## src/rtl/adder_pkg.sv

```systemverilog
// Shared types and sizing helpers for the adder streaming front end.
package adder_pkg;

    typedef enum logic [1:0] {
        LOAD_A  = 2'd0,
        LOAD_B  = 2'd1,
        CAPTURE = 2'd2,
        OUTPUT  = 2'd3
    } state_t;

    function automatic int beats(input int n, input int w);
        return n / w;
    endfunction

    // Beat index width; a single-beat operand still needs a 1-bit counter.
    function automatic int cntw(input int k);
        return (k <= 1) ? 1 : $clog2(k);
    endfunction

endpackage

```

## src/rtl/adder_stream_frontend_if.sv

```systemverilog
// Operand beat stream in, registered sum stream out.
interface adder_stream_frontend_if #(
    parameter int N = 16,
    parameter int W = 8
);
    logic [W-1:0] in_data;
    logic         in_valid;
    logic         in_ready;
    logic [N-1:0] out_sum;
    logic         out_valid;
    logic         out_ready;

    modport master (
        output in_data, in_valid, out_ready,
        input  in_ready, out_sum, out_valid
    );

    modport slave (
        input  in_data, in_valid, out_ready,
        output in_ready, out_sum, out_valid
    );
endinterface

```

## src/rtl/operand_deserializer.sv

```systemverilog
// N-bit operand register filled one W-bit chunk at a time; unwritten chunks hold.
module operand_deserializer
    import adder_pkg::*;
#(
    parameter int N = 16,
    parameter int W = 8,
    localparam int K  = beats(N, W),
    localparam int CW = cntw(K)
) (
    input  logic          clk,
    input  logic          rst_n,
    input  logic          wr_en,
    input  logic [CW-1:0] idx,
    input  logic [W-1:0]  data,
    output logic [N-1:0]  q
);

    always_ff @(posedge clk or negedge rst_n) begin
        if (!rst_n) begin
            q <= '0;
        end else if (wr_en) begin
            for (int i = 0; i < K; i++) begin
                if (idx == CW'(i)) q[i*W +: W] <= data;
            end
        end
    end

endmodule

```

## src/rtl/adder_stream_frontend.sv

```systemverilog
// Deserializes two operands onto an external adder and returns its sum as a stream.
//
// state   | meaning
// LOAD_A  | accepting beats of operand A into x1
// LOAD_B  | accepting beats of operand B into x2
// CAPTURE | x1/x2 stable, register adder y into out_sum
// OUTPUT  | holding out_sum valid until out_ready
module adder_stream_frontend
    import adder_pkg::*;
#(
    parameter int N = 16,
    parameter int W = 8
) (
    input  logic                      clk,
    input  logic                      rst_n,
    adder_stream_frontend_if.slave    strm,
    output logic [N-1:0]              x1,
    output logic [N-1:0]              x2,
    input  logic [N-1:0]              y,
    output logic                      busy
);

    localparam int K  = beats(N, W);
    localparam int CW = cntw(K);
    localparam logic [CW-1:0] LAST = CW'(K - 1);

    generate
        if ((N % W) != 0 || N < W) begin : g_bad_width
            $error("adder_stream_frontend: N must be a non-zero multiple of W");
        end
    endgenerate

    state_t        state;
    logic [CW-1:0] cnt;
    logic          accept;
    logic          last_beat;

    assign strm.in_ready = (state == LOAD_A) || (state == LOAD_B);
    assign accept        = strm.in_valid && strm.in_ready;
    assign last_beat     = (cnt == LAST);
    assign busy          = (state != LOAD_A) || (cnt != '0);

    operand_deserializer #(.N(N), .W(W)) u_deser_a (
        .clk   (clk),
        .rst_n (rst_n),
        .wr_en (accept && (state == LOAD_A)),
        .idx   (cnt),
        .data  (strm.in_data),
        .q     (x1)
    );

    operand_deserializer #(.N(N), .W(W)) u_deser_b (
        .clk   (clk),
        .rst_n (rst_n),
        .wr_en (accept && (state == LOAD_B)),
        .idx   (cnt),
        .data  (strm.in_data),
        .q     (x2)
    );

    always_ff @(posedge clk or negedge rst_n) begin
        if (!rst_n) begin
            state          <= LOAD_A;
            cnt            <= '0;
            strm.out_sum   <= '0;
            strm.out_valid <= 1'b0;
        end else begin
            case (state)
                LOAD_A, LOAD_B: begin
                    if (accept) begin
                        if (last_beat) begin
                            cnt   <= '0;
                            state <= (state == LOAD_A) ? LOAD_B : CAPTURE;
                        end else begin
                            cnt <= cnt + 1'b1;
                        end
                    end
                end
                CAPTURE: begin
                    strm.out_sum   <= y;
                    strm.out_valid <= 1'b1;
                    state          <= OUTPUT;
                end
                OUTPUT: begin
                    // A beat offered on the completing edge is refused; in_ready is still low.
                    if (strm.out_ready) begin
                        strm.out_valid <= 1'b0;
                        state          <= LOAD_A;
                    end
                end
                default: state <= LOAD_A;
            endcase
        end
    end

endmodule

```

## src/flat_wrapper.sv

```systemverilog
// flat-port wrapper written by rule: the top's interface ports become plain ports
module adder_stream_frontend_flat import adder_pkg::*;
#(
    parameter int N = 16,
    parameter int W = 8
)
  (clk, rst_n, x1, x2, y, busy, strm_in_data, strm_in_valid, strm_out_ready, strm_in_ready, strm_out_sum, strm_out_valid);
  adder_stream_frontend_if #(.N(N), .W(W)) strm_i ();
  input  logic clk;
  input  logic rst_n;
  output logic [N-1:0] x1;
  output logic [N-1:0] x2;
  input  logic [N-1:0] y;
  output logic busy;
  input wire logic [$bits(strm_i.in_data)-1:0] strm_in_data;
  input wire logic [$bits(strm_i.in_valid)-1:0] strm_in_valid;
  input wire logic [$bits(strm_i.out_ready)-1:0] strm_out_ready;
  output wire logic [$bits(strm_i.in_ready)-1:0] strm_in_ready;
  output wire logic [$bits(strm_i.out_sum)-1:0] strm_out_sum;
  output wire logic [$bits(strm_i.out_valid)-1:0] strm_out_valid;
  assign strm_i.in_data = strm_in_data;
  assign strm_i.in_valid = strm_in_valid;
  assign strm_i.out_ready = strm_out_ready;
  assign strm_in_ready = strm_i.in_ready;
  assign strm_out_sum = strm_i.out_sum;
  assign strm_out_valid = strm_i.out_valid;
  adder_stream_frontend #(.N(N), .W(W)) u_core (.clk(clk), .rst_n(rst_n), .strm(strm_i), .x1(x1), .x2(x2), .y(y), .busy(busy));
endmodule
```

## config.mk

```make
export PLATFORM = sky130hd
export DESIGN_NAME = adder_stream_frontend_flat
export DESIGN_NICKNAME = d
export VERILOG_FILES = /design/src/rtl/adder_pkg.sv /design/src/rtl/adder_stream_frontend_if.sv /design/src/rtl/operand_deserializer.sv /design/src/rtl/adder_stream_frontend.sv /design/src/flat_wrapper.sv
export SDC_FILE = /design/constraint.sdc
export NUM_CORES = 1
export LEC_CHECK = 0
export CORE_ASPECT_RATIO = 0.75
export CORE_UTILIZATION = 35
export CTS_BUF_LIST = sky130_fd_sc_hd__clkbuf_16
export DETAILED_ROUTE_END_ITERATION = 8
export PLACE_DENSITY = 0.66
export SETUP_SLACK_MARGIN = 0.1
export SLEW_MARGIN = 20
export SYNTH_ARGS = -nofsm -noshare
export SYNTH_HDL_FRONTEND = slang
export SYNTH_SLANG_ARGS = --single-unit
```

## constraint.sdc

```tcl
create_clock -name clk -period 2.04 [get_ports clk]
set_input_delay 0.408 -clock clk [delete_from_list [all_inputs] [get_ports clk]]
set_output_delay 0.408 -clock clk [all_outputs]
set_load 0.02 [all_outputs]
```

== After elaboration in Yosys (flattened, before gate mapping) ==
Index checks and enable logic that the tools add are counted.
Operators by class
  add/sub/neg operators: 1
  shift-type cells: 0
  order comparisons: 0
  bitwise gates (word level): 1
  mux-type cells: 8
  equal/unequal tests: 6
  reduce and logical (&&, ||, !) cells: 16
  multipliers: 0
  div/mod/pow operators: 0
Operators with widths (number)
  AND reduction 2 bit: 6
  two-way mux 2 bit: 4
  case mux 2 bit (3 select lines): 1
  equality test 2 bit (second input constant): 2
  != test 2 x 1 -> 1 bit (second input constant): 2
  nonzero test 2 bit: 2
  logical AND 1 bit: 3
  AND reduction 3 bit: 1
  equality test 2 x 1 -> 1 bit (second input constant): 1
  logical NOT 2 bit: 1
  logical OR 1 bit: 2
  two-way mux 1 bit: 2
  != test 2 bit (second input constant): 1
  case mux 1 bit (2 select lines): 1
  OR reduction 2 bit: 1
  adder 1 bit (second input constant): 1
  inverter 1 bit: 1
Word-level totals
  bits in read-only memories: 0
  logic and storage cells: 40
  memories kept: 0
  output and inout bits: 51
  register bits: 52
  latch bits: 0
  memory bits (writable): 0

== Longest topological paths before layout ==
  depth in word-level cells: 5
  depth in mapped cells: 6
  gate-level depth less buffers: 5

== Modules after synthesis ==
From an unflattened synthesis, not the netlist that was laid out.
Second synthesis, totals
  cells, all modules: 129
  area, all modules: 2162.1 um^2
Modules (own cells, without submodules)
  operand_deserializer: sequential area each 400.4 um^2, area an instance 641.9 um^2, cells each 35, instances 2
  adder_stream_frontend: sequential area each 500.5 um^2, area an instance 878.3 um^2, cells each 59, instances 1

== Least setup slack after synthesis ==
No wires, ideal clock.
  path type: register -> register
  from: register u_core.state[0]
  to: register u_core.state[1]
  stages on the path, launching flop included: 6
  slack: 437 ps
  path buffers: 0
  arrival time: 1479 ps
  cells stage by stage: dfrtp_1 > inv_1 > ha_1 > or2_4 > a22oi_2 > mux2_2
Between the ends
  longest elaborated chain between the ends: 5
  elaborated cells between the ends (all ways): 15
Ends and longest elaborated chain
  start, declared: RTL line adder_stream_frontend.sv:33  | state_t state;
  start signal, assigned: RTL line adder_stream_frontend.sv:73  | state <= (state == LOAD_A) ? LOAD_B : CAPTURE;
  equality test 2 x 1 -> 1 bit / logical NOT 2 bit (equally long branches): RTL line adder_stream_frontend.sv:38  | assign strm.in_ready = (state == LOAD_A) || (state == LOAD_B);
  logical OR 1 bit (*): RTL line adder_stream_frontend.sv:38
  named net strm_in_ready: RTL line flat_wrapper.sv:18  | output wire logic [$bits(strm_i.in_ready)-1:0] strm_in_ready;
  logical AND 1 bit (*): RTL line adder_stream_frontend.sv:39  | assign accept = strm.in_valid && strm.in_ready;
  != test 2 x 1 -> 1 bit (no line) (*)
  AND reduction 3 bit (no line) (*)
The timed path passes the listed nets; every way through them passes the cells marked *. The select of a mux whose other input is x is not followed.
A chain may end at the register's enable or synchronous reset.

== Worst setup path in the final report ==
  from: register u_core.state[0]
  to: output port strm_in_ready
Between the ends
  longest elaborated chain between the ends: 2
  elaborated cells between the ends (all ways): 3
Ends and longest elaborated chain (RTL line)
  equality test 2 x 1 -> 1 bit / logical NOT 2 bit (equally long branches): adder_stream_frontend.sv:38
  logical OR 1 bit (*): adder_stream_frontend.sv:38
  end, declared: flat_wrapper.sv:18
Mark *: on every way between the ends. The rest lies on a longest branch, timed or not.

==> impl_metrics.py <==
metrics = {
    "outcome": {
        "status": "completed",
    },
    "worst_hold_path": {
        "hp-class": "input pin to asynchronous set/reset pin",
    },
    "global_route": {
        "grt_max_degree": 29,
        "grt_pass1_wl_um": 7327,
        "grtUsageTotal_pct": 15.86,
        "grt_antenna_before_repair": 0,
        "first_global_vias": 1397,
        "overflow": 0,
    },
    "synthesis": {
        "yosysMostFrequentCell": "dfrtp_1",
        "synth_top_area_share_pct": 63.07,
        "async_flop_share_pct": 100.0,
        "synth.area.top_cells": "dfrtp_1, mux2_2, ha_1",
        "synth_edf_count": 0,
        "synth_top_area_cell": "dfrtp_1",
        "syn_avg_cell_area_um2": 16.25,
        "syn_area_um2": 2063,
        "ys_warn_count": 0,
        "synth_top_flop_cell": "dfrtp_1",
        "postSynthCellCount": 127,
        "synth-seq-cells": 52,
        "ys_types": 19,
        "ys_seq_area_share_pct": 63.07,
        "yosys-top-cells-count": "dfrtp_1, mux2_2, ha_1, inv_1",
        "synth_nets": 159,
    },
    "pwr": {
        "power.density_nw_per_um2": 1786,
        "ir_drop_mv": 0.7913,
        "p_leak_nw": 1.334,
        "power_mw": 5.516,
    },
    "clock_tree": {
        "cts_sinks": 52,
        "clock_tree.root_cell": "clkbuf_16",
        "cts_buffer_depth": 2,
        "clkLatencyLatePin_ns": 0.28,
        "cts_tree": "done",
        "clkTransAtPathRegs_ns": 0.06,
        "h-tree-depth": 2,
        "numCtsBuffers": 5,
    },
    "setup_path": {
        "worst-path-max-fanout": 3,
        "worst-setup-path-type": "flop to output pin",
        "critPathLaunchType": "flop",
        "cp.required_ns": 1.63,
        "cp.arrival_ns": 1.40,
        "cp-end-kind": "output pin",
    },
    "run": {
        "maxCapViolCount": 0,
    },
    "final_layout": {
        "drive_above_1_share_pct": 30.84,
        "nets": 245,
        "final_area_um2": 3088,
        "seqCellArea_um2": 1301,
        "n_antenna_cell": 0,
        "multi_input_area_um2": 729.5,
        "n_fill_cell": 437,
        "final_core_util_pct": 56.18,
        "syn2layout_area_growth_pct": 49.67,
    },
    "place": {
        "dp.final_hpwl_um": 3247,
        "gp_congestion": 0.7359,
        "place_area_um2": 2950,
        "io_buffers": 78,
    },
    "sta": {
        "fin_skew_ns": 0.002230,
        "relSlewSlack_pct": 60.15,
        "rsz0062_at_grt": "no",
        "hold_slack_ns": 0.1238,
        "hold_viol": 0,
        "fmax_mhz": 552.8,
        "min_period_ns": 1.809,
        "worstMarginPinSlew_ns": 0.5977,
        "drv_slew": 0,
        "finalSetupTns_ns": 0,
        "finalCritPeriodShare_pct": 88.68,
        "setup_viol": 0,
    },
    "detailed_routing": {
        "wl_per_cell_um": 15.60,
        "drc": 0,
        "wirelength_um": 4508,
        "routed_via_density": 4.609,
        "first_pass_iters": 3,
        "first_iter_violations": 26,
        "vias": 1332,
        "antenna_left": 0,
    },
    "die": {
        "die-area_um2": 6209,
        "die_h_um": 68.49,
        "die_w_um": 90.66,
        "initial_utilization_pct": 37.54,
        "pin_count": 79,
        "core_um2": 5497,
        "rows": 23,
    },
}
-- area by class of cell --
cell class	count	share of cell area, %
Clock inverter	3	0.3647
Multi-Input combinational cell	68	23.62
Sequential cell	52	42.14
Tap cell	75	3.039
Inverter	4	0.4862
Clock buffer	5	4.052
Timing Repair Buffer	82	26.30
-- routing by layer --
metal	GRT usage, %	vias up	wire (µm)
met5	0	-	0
met4	6.048	0	66
met3	6.031	8	300
met2	23.48	38	2052
met1	21.23	673	2089
li1	-	613	-
-- placed cells by master, fill, tap and decap left out, drive strengths merged --
cell,netlist,layout
xnor2,1,1
a21oi,1,1
mux2i,1,1
nand2,4,4
dfrtp,52,52
inv,4,6
clkinv,0,1
clkbuf,0,6
mux2,49,49
a22oi,1,1
nand2b,1,1
o2bb2ai,1,1
or2,1,1
nand3,2,2
ha,4,4
buf,3,5
nor2b,1,1
dlygate4sd2,0,1
nor2,1,1
clkdlybuf4s50,0,75
-- registers in the layout, indices dropped and copies added (netlist names) --
name,count
u_core.u_deser_a.q,16
u_core.cnt,1
u_core.u_deser_b.q,16
u_core.strm.out_sum,16
u_core.strm.out_valid,1
u_core.state,2
-- power breakdown --
group          internal [mW]  switching, mW
clock                  0.442          0.342
combinational           1.54           1.33
sequential              1.57          0.297
total                   3.55           1.97
-- worst max-delay path, stage by stage (launching register included) --
cell	delay [ns]
dfrtp_1	0.38
inv_1	0.09
ha_1	0.24
or2_4	0.25
clkbuf_2	0.15
-- metrics by stage --
step                      setup WS [ns]  cells
after floorplan                  0.4365    127
after global placement           0.1547    280
after detailed placement         0.1332    280
after CTS                       0.03992    288
after global routing             0.1595    289
final                            0.2310    289
-- worst paths after layout --
path / to / start / slack (ns) / depth (start not counted)
worst max-delay path: strm_in_ready / u_core.state[0] / 0.23 / 4
worst min-delay path: u_core.strm.out_sum[9] / rst_n / 0.12 / 1
worst max register to register: u_core.state[1] / u_core.state[0] / 0.41 / 5
worst min register to register: u_core.u_deser_b.q[2] / u_core.u_deser_b.q[2] / 0.50 / 1
max in group asynchronous: u_core.u_deser_b.q[9] / rst_n / 1.36 / 2
min in group clk: u_core.u_deser_b.q[2] / u_core.u_deser_b.q[2] / 0.50 / 1
-- kinds of logic (layout without fill, tap and decap cells) --
family | Yosys count | after routing | synth area share [%]
muxes | 50 | 50 | 27.23
adders and majority gates | 4 | 4 | 2.426
and+or+nand+nor | 10 | 10 | 4.002
AOI/OAI and AO/OA | 3 | 3 | 1.273
buffers and inverters | 7 | 94 | 1.577
DFF | 52 | 52 | 63.07
xor gates and xnor gates | 1 | 1 | 0.4246
-- timing repair --
action | CTS | global route
gates cloned | 0 | 0
endpoints found under the setup margin | 2 | 1
hold buffers | 0 | 0
hold endpoints to repair | 0 | 0
resized for setup | 2 | 2
setup buffers | 0 | 1
Note: power is estimated with default switching activity, not from simulation.
